### src/rtl/mem_bus_pkg.sv
// Shared types and constants for the two-master memory bus arbiter.
// Holds the state encoding, the bus widths and the forced-completion data word.
package mem_bus_pkg;

    localparam int ADDR_W = 32;
    localparam int DATA_W = 32;
    localparam int STRB_W = 4;

    localparam logic [DATA_W-1:0] BUS_ERR_DATA = 32'hDEAD_BEEF;

    typedef enum logic [1:0] {
        ST_IDLE = 2'd0,
        ST_GNT0 = 2'd1,
        ST_GNT1 = 2'd2
    } state_t;

    typedef struct packed {
        logic [ADDR_W-1:0] addr;
        logic [DATA_W-1:0] wdata;
        logic [STRB_W-1:0] wstrb;
    } bus_req_t;

    // One-hot owner derived from the arbiter state; 00 while idle.
    function automatic logic [1:0] grant_of(input state_t st);
        logic [1:0] g;
        g = 2'b00;
        case (st)
            ST_GNT0: g = 2'b01;
            ST_GNT1: g = 2'b10;
            default: g = 2'b00;
        endcase
        return g;
    endfunction

endpackage

### src/rtl/rr_pick2.sv
// Combinational two-way winner select for the memory bus arbiter.
// RR != 0 alternates on contention using the last-grant pointer; RR == 0 favours m0.
module rr_pick2 #(
    parameter int RR = 1
) (
    input  logic v0,
    input  logic v1,
    input  logic last_m1,
    output logic pick_any,
    output logic pick_m1
);

    always_comb begin
        pick_any = v0 | v1;
        if (RR != 0) begin
            // On contention the master that did not own the bus last wins.
            pick_m1 = v1 & (~v0 | ~last_m1);
        end else begin
            pick_m1 = v1 & ~v0;
        end
    end

endmodule

### src/rtl/mem_bus_arbiter.sv
// Two-master arbiter for the picorv32 valid/ready bus with registered slave request.
// Optional forced completion on a stuck slave is enabled by MEM_BUS_ARB_TIMEOUT_EN.
module mem_bus_arbiter
    import mem_bus_pkg::*;
#(
    parameter int RR      = 1,
    parameter int TIMEOUT = 255
) (
    input  logic              clk,
    input  logic              rst_i,

    input  logic              m0_valid,
    input  logic [ADDR_W-1:0] m0_addr,
    input  logic [DATA_W-1:0] m0_wdata,
    input  logic [STRB_W-1:0] m0_wstrb,
    output logic              m0_ready,
    output logic [DATA_W-1:0] m0_rdata,

    input  logic              m1_valid,
    input  logic [ADDR_W-1:0] m1_addr,
    input  logic [DATA_W-1:0] m1_wdata,
    input  logic [STRB_W-1:0] m1_wstrb,
    output logic              m1_ready,
    output logic [DATA_W-1:0] m1_rdata,

    output logic              s_valid,
    output logic [ADDR_W-1:0] s_addr,
    output logic [DATA_W-1:0] s_wdata,
    output logic [STRB_W-1:0] s_wstrb,
    input  logic              s_ready,
    input  logic [DATA_W-1:0] s_rdata,

    output logic [1:0]        grant,
    output logic              busy
`ifdef MEM_BUS_ARB_TIMEOUT_EN
    ,
    output logic              err
`endif
);

    if (TIMEOUT < 1 || TIMEOUT > 255) begin : g_timeout_range
        $error("mem_bus_arbiter: TIMEOUT must lie in 1..255");
    end

    state_t   state;
    state_t   state_nxt;
    logic     last_m1;
    logic     last_m1_nxt;
    bus_req_t s_req;
    logic     load;
    logic     pick_any;
    logic     pick_m1;
    logic     done;
    logic     forced;

    rr_pick2 #(
        .RR(RR)
    ) u_pick (
        .v0       (m0_valid),
        .v1       (m1_valid),
        .last_m1  (last_m1),
        .pick_any (pick_any),
        .pick_m1  (pick_m1)
    );

`ifdef MEM_BUS_ARB_TIMEOUT_EN
    logic [7:0] to_cnt;

    // Forced completion lands on the TIMEOUT-th grant cycle; a real s_ready wins.
    assign forced = (state != ST_IDLE) && !s_ready && (to_cnt == 8'(TIMEOUT - 1));
    assign err    = forced;

    always_ff @(posedge clk) begin
        if (rst_i || load) begin
            to_cnt <= '0;
        end else if (state != ST_IDLE && !s_ready) begin
            to_cnt <= to_cnt + 8'd1;
        end
    end
`else
    assign forced = 1'b0;
`endif

    assign done = s_ready | forced;

    always_comb begin
        state_nxt   = state;
        last_m1_nxt = last_m1;
        load        = 1'b0;
        case (state)
            ST_IDLE: begin
                if (pick_any) begin
                    load      = 1'b1;
                    state_nxt = pick_m1 ? ST_GNT1 : ST_GNT0;
                end
            end
            ST_GNT0: begin
                if (done) begin
                    state_nxt   = ST_IDLE;
                    last_m1_nxt = 1'b0;
                end
            end
            ST_GNT1: begin
                if (done) begin
                    state_nxt   = ST_IDLE;
                    last_m1_nxt = 1'b1;
                end
            end
            default: state_nxt = ST_IDLE;
        endcase
    end

    always_ff @(posedge clk) begin
        if (rst_i) begin
            state   <= ST_IDLE;
            last_m1 <= 1'b1;
            s_valid <= 1'b0;
            s_req   <= '0;
        end else begin
            state   <= state_nxt;
            last_m1 <= last_m1_nxt;
            if (load) begin
                s_valid <= 1'b1;
                s_req   <= pick_m1 ? bus_req_t'{m1_addr, m1_wdata, m1_wstrb}
                                   : bus_req_t'{m0_addr, m0_wdata, m0_wstrb};
            end else if (state != ST_IDLE && done) begin
                s_valid <= 1'b0;
            end
        end
    end

    assign s_addr  = s_req.addr;
    assign s_wdata = s_req.wdata;
    assign s_wstrb = s_req.wstrb;

    assign grant = grant_of(state);
    assign busy  = |grant;

    logic [DATA_W-1:0] ret_data;
    assign ret_data = forced ? BUS_ERR_DATA : s_rdata;

    assign m0_ready = grant[0] & done;
    assign m1_ready = grant[1] & done;
    assign m0_rdata = grant[0] ? ret_data : '0;
    assign m1_rdata = grant[1] ? ret_data : '0;

endmodule

### config.mk
export PLATFORM = sky130hd
export DESIGN_NAME = mem_bus_arbiter
export DESIGN_NICKNAME = d
export VERILOG_FILES = /design/src/rtl/mem_bus_pkg.sv /design/src/rtl/rr_pick2.sv /design/src/rtl/mem_bus_arbiter.sv
export SDC_FILE = /design/constraint.sdc
export NUM_CORES = 1
export LEC_CHECK = 0
export ABC_CLOCK_PERIOD_IN_PS = 1800
export CORE_ASPECT_RATIO = 1.75
export CORE_MARGIN = 8
export CORE_UTILIZATION = 30
export CTS_CLUSTER_SIZE = 8
export DETAILED_ROUTE_END_ITERATION = 12
export MAX_ROUTING_LAYER = met4
export PLACE_DENSITY = 0.77
export SKIP_LAST_GASP = 1
export SLEW_MARGIN = 20
export SYNTH_ARGS = -nofsm -noshare
export SYNTH_HDL_FRONTEND = slang
export SYNTH_SLANG_ARGS = --single-unit
### constraint.sdc
create_clock -name clk -period 1.8 [get_ports clk]
set_input_delay 0.54 -clock clk [delete_from_list [all_inputs] [get_ports clk]]
set_output_delay 0.54 -clock clk [all_outputs]
set_load 0.03 [all_outputs]
### Word-level counts from Yosys, hierarchy flattened

Cells that the tools add are included.

| word-level totals | value |
|---|---|
| RAM bits | 0 |
| memories kept | 0 |
| output and inout port bits | 138 |
| memory bits (read-only) | 0 |
| bits of input ports | 173 |
| register bits after elaboration | 72 |
| latch bits | 0 |

| cells by class | value |
|---|---|
| reduce and logical (&&, ||, !) cells | 9 |
| div/mod/pow operators | 0 |
| bitwise gates (word level) | 7 |
| add/sub/neg operators | 0 |
| magnitude comparators | 0 |
| multiply operators | 0 |
| muxes and demuxes | 15 |
| eq/ne operators | 6 |
| shift-type cells | 0 |

Operators with widths:

| operator | number |
|---|---|
| $mux 68 | 1 |
| $mux 32 | 2 |
| $pmux 2 s2 | 2 |
| $mux 1 | 6 |
| $mux 2 | 3 |
| $ne 2x2->1 const B | 3 |
| $reduce_bool 2->1 | 3 |
| $reduce_or 2->1 | 2 |
| $and 1x1->1 | 3 |
| $reduce_and 3->1 | 1 |
| $eq 2x1->1 const B | 1 |
| $eq 2x2->1 const B | 1 |
| $logic_not 2->1 | 1 |
| $ne 2x1->1 const B | 1 |
| $not 1->1 | 2 |
| $or 1x1->1 | 2 |
| $pmux 1 s2 | 1 |
| $reduce_and 2->1 | 1 |
| $logic_and 1x1->1 | 1 |

### Longest topological paths before layout

Gate-level depths: netlist of run 1.

| depth | value |
|---|---|
| depth after elaboration | 6 |
| gate-level depth with buffers | 7 |

### By module

Synthesis of run 1 repeated with hierarchy kept, for this count alone.

| second synthesis, totals | value |
|---|---|
| cell total of the unflattened synthesis | 403 |
| area, all modules | 4002.6 µm² |

By module, submodules not included:

| module | times used | sequential area each (µm²) | cells an instance | area an instance (µm²) |
|---|---|---|---|---|
| mem_bus_arbiter | 1 | 1441.4 | 401 | 3988.8 |
| rr_pick2 | 1 | 0.0 | 2 | 13.8 |

### Worst setup path before layout of run 1

No wires, ideal clock.

| timing | value |
|---|---|
| kind | register -> output |
| start point | reg state[0] |
| end point | out m1_rdata[0] |
| setup slack | -0.109 ns |
| buffers on the path | 1 |
| arrival time | 1.369 ns |
| cell stages (with the launch flop) | 5 |
| cell sequence | dfxtp_1 inv_1 ha_1 clkbuf_1 and2_1 |

| between the ends | value |
|---|---|
| longest elaborated chain between the ends | 3 |
| elaborated cells on any way between the ends | 4 |

RTL lines:

| what | RTL line | source |
|---|---|---|
| start: declaration | mem_bus_arbiter.sv:45 | `state_t state;` |
| start signal: assignment | mem_bus_arbiter.sv:120 | `state <= state_nxt;` |
| $eq 2x2->1 / $eq 2x1->1 (equally long branches) | mem_bus_pkg.sv:27 | `case (st)` |
| $pmux 2 s2 (*) | mem_bus_pkg.sv:27 |  |
| net grant[1] | mem_bus_arbiter.sv:33 | `output logic [1:0] grant,` |
| $mux 32 (*) | mem_bus_arbiter.sv:145 | `assign m1_rdata = grant[1] ? ret_data : '0;` |
| end: declaration | mem_bus_arbiter.sv:24 | `output logic [DATA_W-1:0] m1_rdata,` |

Mark *: on every way through the listed nets, which the timed path passes. The rest lies on a longest branch.

### Final worst setup path of run 1

| timing | value |
|---|---|
| start point | reg state[1] |
| end point | out m0_rdata[4] |

| between the ends | value |
|---|---|
| longest elaborated chain between the ends | 3 |
| elaborated cells on any way between the ends | 4 |

RTL lines:

| what | RTL line | source |
|---|---|---|
| $eq 2x2->1 / $eq 2x1->1 (equally long branches) | mem_bus_pkg.sv:27 |  |
| $pmux 2 s2 (*) | mem_bus_pkg.sv:27 |  |
| $mux 32 (*) | mem_bus_arbiter.sv:144 | `assign m0_rdata = grant[0] ? ret_data : '0;` |
| end: declaration | mem_bus_arbiter.sv:17 | `output logic [DATA_W-1:0] m0_rdata,` |

Every way passes the cells marked *; elsewhere a longest branch is shown, timed or not.

==> run metrics, run 1 <==
nets ~960; relative slew slack 0.730; Final Non-Filler Cells a little over 900; Distinct cells, synth 20; detailed-route DRC error count 0; Vias 4680; # rows 53; Final HPWL DP ~14 mm; drt wl/cell ~20 um; HP Class in -> reg; Mean Syn Cell Area 7.55 um^2; failing checks setup timing; post-cts hold buffer count 0; Port Buffer Count 310; clk_lat worst skew 0.33 ns; CTS tree built; Inst Count DP a little under 900; vias per inst roughly 5; worst slew pin tran about 0.41 ns; core area ~12000 um^2; Hold WS a little under 0.5 ns; Peak VDD IR around 0.51 mV; PnR worst setup slack -0.143 ns; CP arrival roughly 1.4 ns; Crit. End Element primary output; crit path kind reg -> out; total track usage 0.221; crit path time final 1.94 ns; RSZ-0062 raised after global routing true; chip height about 160 um; clk_skew between 0.009 and 0.01 ns; crit path max fanout 8; initial antenna violation count 0; Tcrit/Tclk final 1.08; Yosys warnings 0; drt first pass iters 4; Root Buffer clkbuf_16; H-tree levels 3; Die X 98.9 um; # diodes 0; Final Hold Fails 0; CP Data Required Time approximately 1.3 ns; 1st-iter DRT viols 222; Setup crit start kind register; post-synth top area share 0.399; share of cells above drive strength 1 0.235; Routed Antenna Nets 0; max-cap violations 0; synth top area cells dfxtp_1 (40%), a311oi_1 (16%), nand2_1 (14%); Max Buffers Root-to-Sink 2; wire length of the first global-routing pass about 27 mm; initial core utilization 0.304; Synth Instances 478; status complete, but fails checks; Synthesized Nets between 600 and 700; Final Max Slew Viols 0; largest area contributor in the synthesized netlist dfxtp_1; Layout Area Growth over Synthesis 110%; commonest non-fill, non-tap cell in the layout clkdlybuf4s50_1; largest net degree at the start of global routing 55; leading cell types in the layout, fill and taps excluded clkdlybuf4s50_1 (165), nand2_1 (137), dlygate4sd2_1 (72); Clock transition at path regs roughly 0.060 ns; Die Area approximately 16000 um^2; CTS Buf Count 9; IO Pins approximately 310; P per Cell Area 847 nW/um^2; Final Wtd Congestion about 0.87; cell leakage power approximately 3.4 nW; Final TNS setup -7.69 ns; GR Overflow Total 0; Syn Std Cell Area 3610 um^2; total setup violations reported at the end of the flow 67; final WL ~18 mm; CTS sink cnt 72; vias in the first global route 4972; number of synthesized register bits around 70; sequential share of the synthesized area 0.399; Fmax a little over 500 MHz
-- critical path, stage by stage (launching register included) --
cell and delay, ns:
dfxtp_4 0.38, inv_4 0.05, ha_4 0.19, clkbuf_16 0.17, and2_4 0.16, buf_12 0.13
-- state kept, by name, summed over array words and instances (netlist names) --
name / flops
state: 2
s_wstrb: 4
last_m1: 1
s_wdata: 32
s_valid: 1
s_addr: 32
-- kinds of logic (layout without fill, tap and decap cells) --
group	after synthesis	after routing	synth area share
AO/OA/AOI/OAI	77	77	0.183
flip-flops	72	72	0.399
buffers and inverters	46	352	0.0620
AND/OR/NAND/NOR	278	278	0.339
adder cells (fa/ha/maj)	5	5	0.0173
-- Yosys cell counts (all sizes together) --
| library cell | number |
|---|---|
| nand2 | 137 |
| a311oi | 68 |
| and2 | 66 |
| o21a | 1 |
| nand2b | 2 |
| buf | 27 |
| nand3 | 2 |
| clkbuf | 17 |
| a21bo | 1 |
| ha | 5 |
| a21boi | 1 |
| dfxtp | 72 |
| a21oi | 3 |
| inv | 2 |
| nor3b | 1 |
| nor2 | 69 |
| a221o | 1 |
| o21ai | 2 |
| nor2b | 1 |
-- what timing repair did --
| action | 4_1_cts | 5_1_grt |
|---|---|---|
| pin swaps | 15 | 11 |
| endpoints found under the hold margin | 0 | 0 |
| gates cloned | 1 | 3 |
| endpoints found under the setup margin | 137 | 92 |
| resized for setup | 172 | 22 |
| setup buffers | 4 | 2 |
-- path summary, 6_finish.rpt --
path	startpoint	to	slack, ns	cells after the start
worst max-delay path	state[1]$_SDFFE_PP0P_	m0_rdata[4]	-0.14	5
worst min-delay path	rst_i	s_addr[9]$_SDFFE_PP0P_	0.48	2
worst max register to register	state[1]$_SDFFE_PP0P_	s_wdata[26]$_SDFFE_PP0P_	0.11	7
worst min register to register	s_wdata[20]$_SDFFE_PP0P_	s_wdata[20]$_SDFFE_PP0P_	0.49	2
-- cell type report --
type,instances,area [um^2]
Tap cell,137,171
Clock inverter,7,93.8
Clock buffer,9,225
Multi-Input combinational cell,360,2120
Timing Repair Buffer,334,3510
Sequential cell,72,1450
Fill cell,1021,4280
Inverter,2,12.5
-- report_power, final --
part	internal, W	leakage [nW]	switching (W)
registers	0.00182	0.600	0.000117
clock network	0.00121	0.152	0.000698
logic	0.00116	2.66	0.00142
total	0.00419	3.42	0.00223
-- stage by stage --
step | setup slack [ns] | instance area [um^2] | power [W] | util
after floorplan | -0.00544 | 3650 | 0.00325 | -
after global placement | -0.208 | 6800 | 0.00443 | 0.573
after detailed placement | -0.311 | 6800 | 0.00448 | 0.573
after global routing | -0.193 | 7590 | 0.00674 | 0.639
after CTS | -0.146 | 7420 | 0.00640 | 0.625
final | -0.143 | 7590 | 0.00643 | 0.639
-- metal layers --
layer,up-vias,wire [um],track usage,share of wire
li1,2222,-,-,-
met1,2138,6380,0.206,0.35
met2,266,9980,0.412,0.55
met3,54,1130,0.0431,0.062
met4,0,821,0.119,0.045
met5,-,0,-,0
(Power assumes the default switching activity.)
==> run 2, diff against run 1 <==
CORE_UTILIZATION = 32   (was 30)
PLACE_DENSITY = 0.79   (was 0.77)
==> run 2 against run 1 <==
Against the previous run: the run still ends with setup timing left; sequential power hardly changed; maximum frequency is 0.24% higher; final cell count grew 0.65%; register-to-register slack better by 0.04 ns; first-iteration DRC count fell by 21%; routed wire length rose by 4.4%; clock skew about the same; highest routed layer unchanged.
==> run metrics, run 2 (synthesis results as in run 1) <==
worst path cell trace inv_4 -> ha_4 -> clkbuf_16 -> and2_4 -> buf_6; slowest stage cell, crit path dfxtp_4; crit path max fanout 8; IO Pins approximately 310; total track usage 0.238; Logic pwr share 0.405; Switching Share 0.344; crit path time final 1.94 ns; CTS sink cnt roughly 70; Clock transition at path regs 0.06 ns; total setup violations reported at the end of the flow between 60 and 70; Hold WS 0.493 ns; Worst Path Buf+Inv 3; Critical Path Source state[1]$_SDFFE_PP0P_; relative slew slack 0.753; Pint about 0.0043 W; final WL around 19 mm; Fmax 516 MHz; Layout Area Growth over Synthesis 112%; Root Buffer clkbuf_16; switching pwr about 0.0022 W; Max Buffers Root-to-Sink 2; failing checks setup timing; drt wl/cell approximately 20 um; detailed-route DRC error count 0; CP arrival around 1.4 ns; vias per inst 5.18; PnR worst setup slack -0.138 ns; drt first pass iters 4; CTS tree built; family with the most delay on the worst path flip-flops; fillers 880; hold wc startpoint s_wdata[23]$_SDFFE_PP0P_; post-cts hold buffer count 0; Final Max Slew Viols 0; Die Area about 15000 um^2; commonest non-fill, non-tap cell in the layout clkdlybuf4s50_1; 1st-iter DRT viols about 180; CTS Buf Count 9; status complete, but fails checks; RR Startpoint state[0]$_SDFFE_PP0P_; cell leakage power about 3.4 nW; Final Wtd Congestion 0.847; Pwr Total about 0.0065 W; initial core utilization 0.327; clk_skew 0.00887 ns; Setup crit start kind register; Peak VDD IR between 0.6 and 0.7 mV; max-cap violations 0; Crit. End Element primary output; crit path kind reg -> out; Final HPWL DP roughly 15 mm; Tcrit/Tclk final 1.08; GR Overflow Total 0; core area between 10000 and 15000 um^2; worst slew pin tran 0.372 ns; Vias 4799; initial antenna violation count 3; leading cell types in the layout, fill and taps excluded clkdlybuf4s50_1 (167), nand2_1 (137), dfxtp_1 (70); Routed Antenna Nets 0; CP Data Required Time around 1.3 ns; P per Cell Area ~850 nW/um^2; nets roughly 970; HP Class reg -> reg; # rows 51; vias in the first global route around 5000; Final Hold Fails 0; share of cells above drive strength 1 0.227; Port Buffer Count 310; register share of total power 0.298; Crit path largest cell delay roughly 0.38 ns; chip height around 160 um; clock network power share 0.297; clk_lat worst skew roughly 0.33 ns; largest net degree at the start of global routing 47; RSZ-0062 raised after global routing true; wire length of the first global-routing pass approximately 27 mm; H-tree levels 3; Die X 96.3 um
-- run 2: changes by cell type in the layout (fill, tap and decap cells not counted), sizes merged --
cell / previous run / this run
inv: 3 / 2
diode: 0 / 3
buf: 92 / 103
clkdlybuf4s50: 165 / 167
clkinv: 2 / 1
dlymetal6s2s: 2 / 3
clkbuf: 12 / 14
dlygate4sd2: 72 / 66
-- run 2: worst paths after layout --
path / endpoint / slack (ns) / depth (start not counted)
min reg2reg: s_wdata[23]$_SDFFE_PP0P_ / 0.49 / 2
max: m0_rdata[6] / -0.14 / 5
min: s_wdata[23]$_SDFFE_PP0P_ / 0.49 / 2
max reg2reg: s_wdata[29]$_SDFFE_PP0P_ / 0.15 / 8
-- run 2: layout make-up --
cell class | count | area (um^2) | share of cell area
Sequential cell | 72 | 1450 | 0.189
Timing Repair Buffer | 342 | 3600 | 0.471
Clock inverter | 5 | 80.1 | 0.0105
Clock buffer | 11 | 243 | 0.0317
Antenna cell | 3 | 7.51 | 0.000981
Tap cell | 132 | 165 | 0.0216
Multi-Input combinational cell | 360 | 2090 | 0.273
Inverter | 2 | 12.5 | 0.00163
-- run 2: layer usage --
layer  track usage  wire [um]
met5             -          0
met3        0.0724       1940
met1         0.211       6040
met2         0.425      10100
met4         0.142       1030
-- run 2: power by group through the flow --
stage          Combinational, W  Clock, W  Sequential, W
6_report                0.00263   0.00193        0.00193
5_1_grt                 0.00279   0.00206        0.00196
4_1_cts                 0.00251   0.00196        0.00193
3_5_place_dp            0.00254         0        0.00197
3_3_place_gp            0.00249         0        0.00196
2_1_floorplan          0.000862         0        0.00239
-- run 2: tightest hold or removal path: stages, from the launching register on --
cell      delay [ns]
dfxtp_1         0.30
nor2_1          0.09
a311oi_1        0.05
-- run 2: per-stage QoR --
| step | setup TNS, ns | worst slack, ns | instances | area [um^2] | utilization |
|---|---|---|---|---|---|
| after floorplan | -0.00544 | -0.00544 | 478 | 3650 | - |
| after global placement | -15.32 | -0.216 | 892 | 6840 | 0.619 |
| after detailed placement | -19.73 | -0.291 | 892 | 6840 | 0.619 |
| after CTS | -8.94 | -0.158 | 912 | 7410 | 0.671 |
| after global routing | -11.33 | -0.193 | 927 | 7650 | 0.693 |
| final | -7.92 | -0.138 | 927 | 7650 | 0.693 |
-- run 2: timing repair --
item / in CTS / in global routing
setup buffers: 4 / 8
endpoints found under the setup margin: 134 / 100
gates cloned: 0 / 4
resized for setup: 142 / 28
pin swaps: 1 / 14
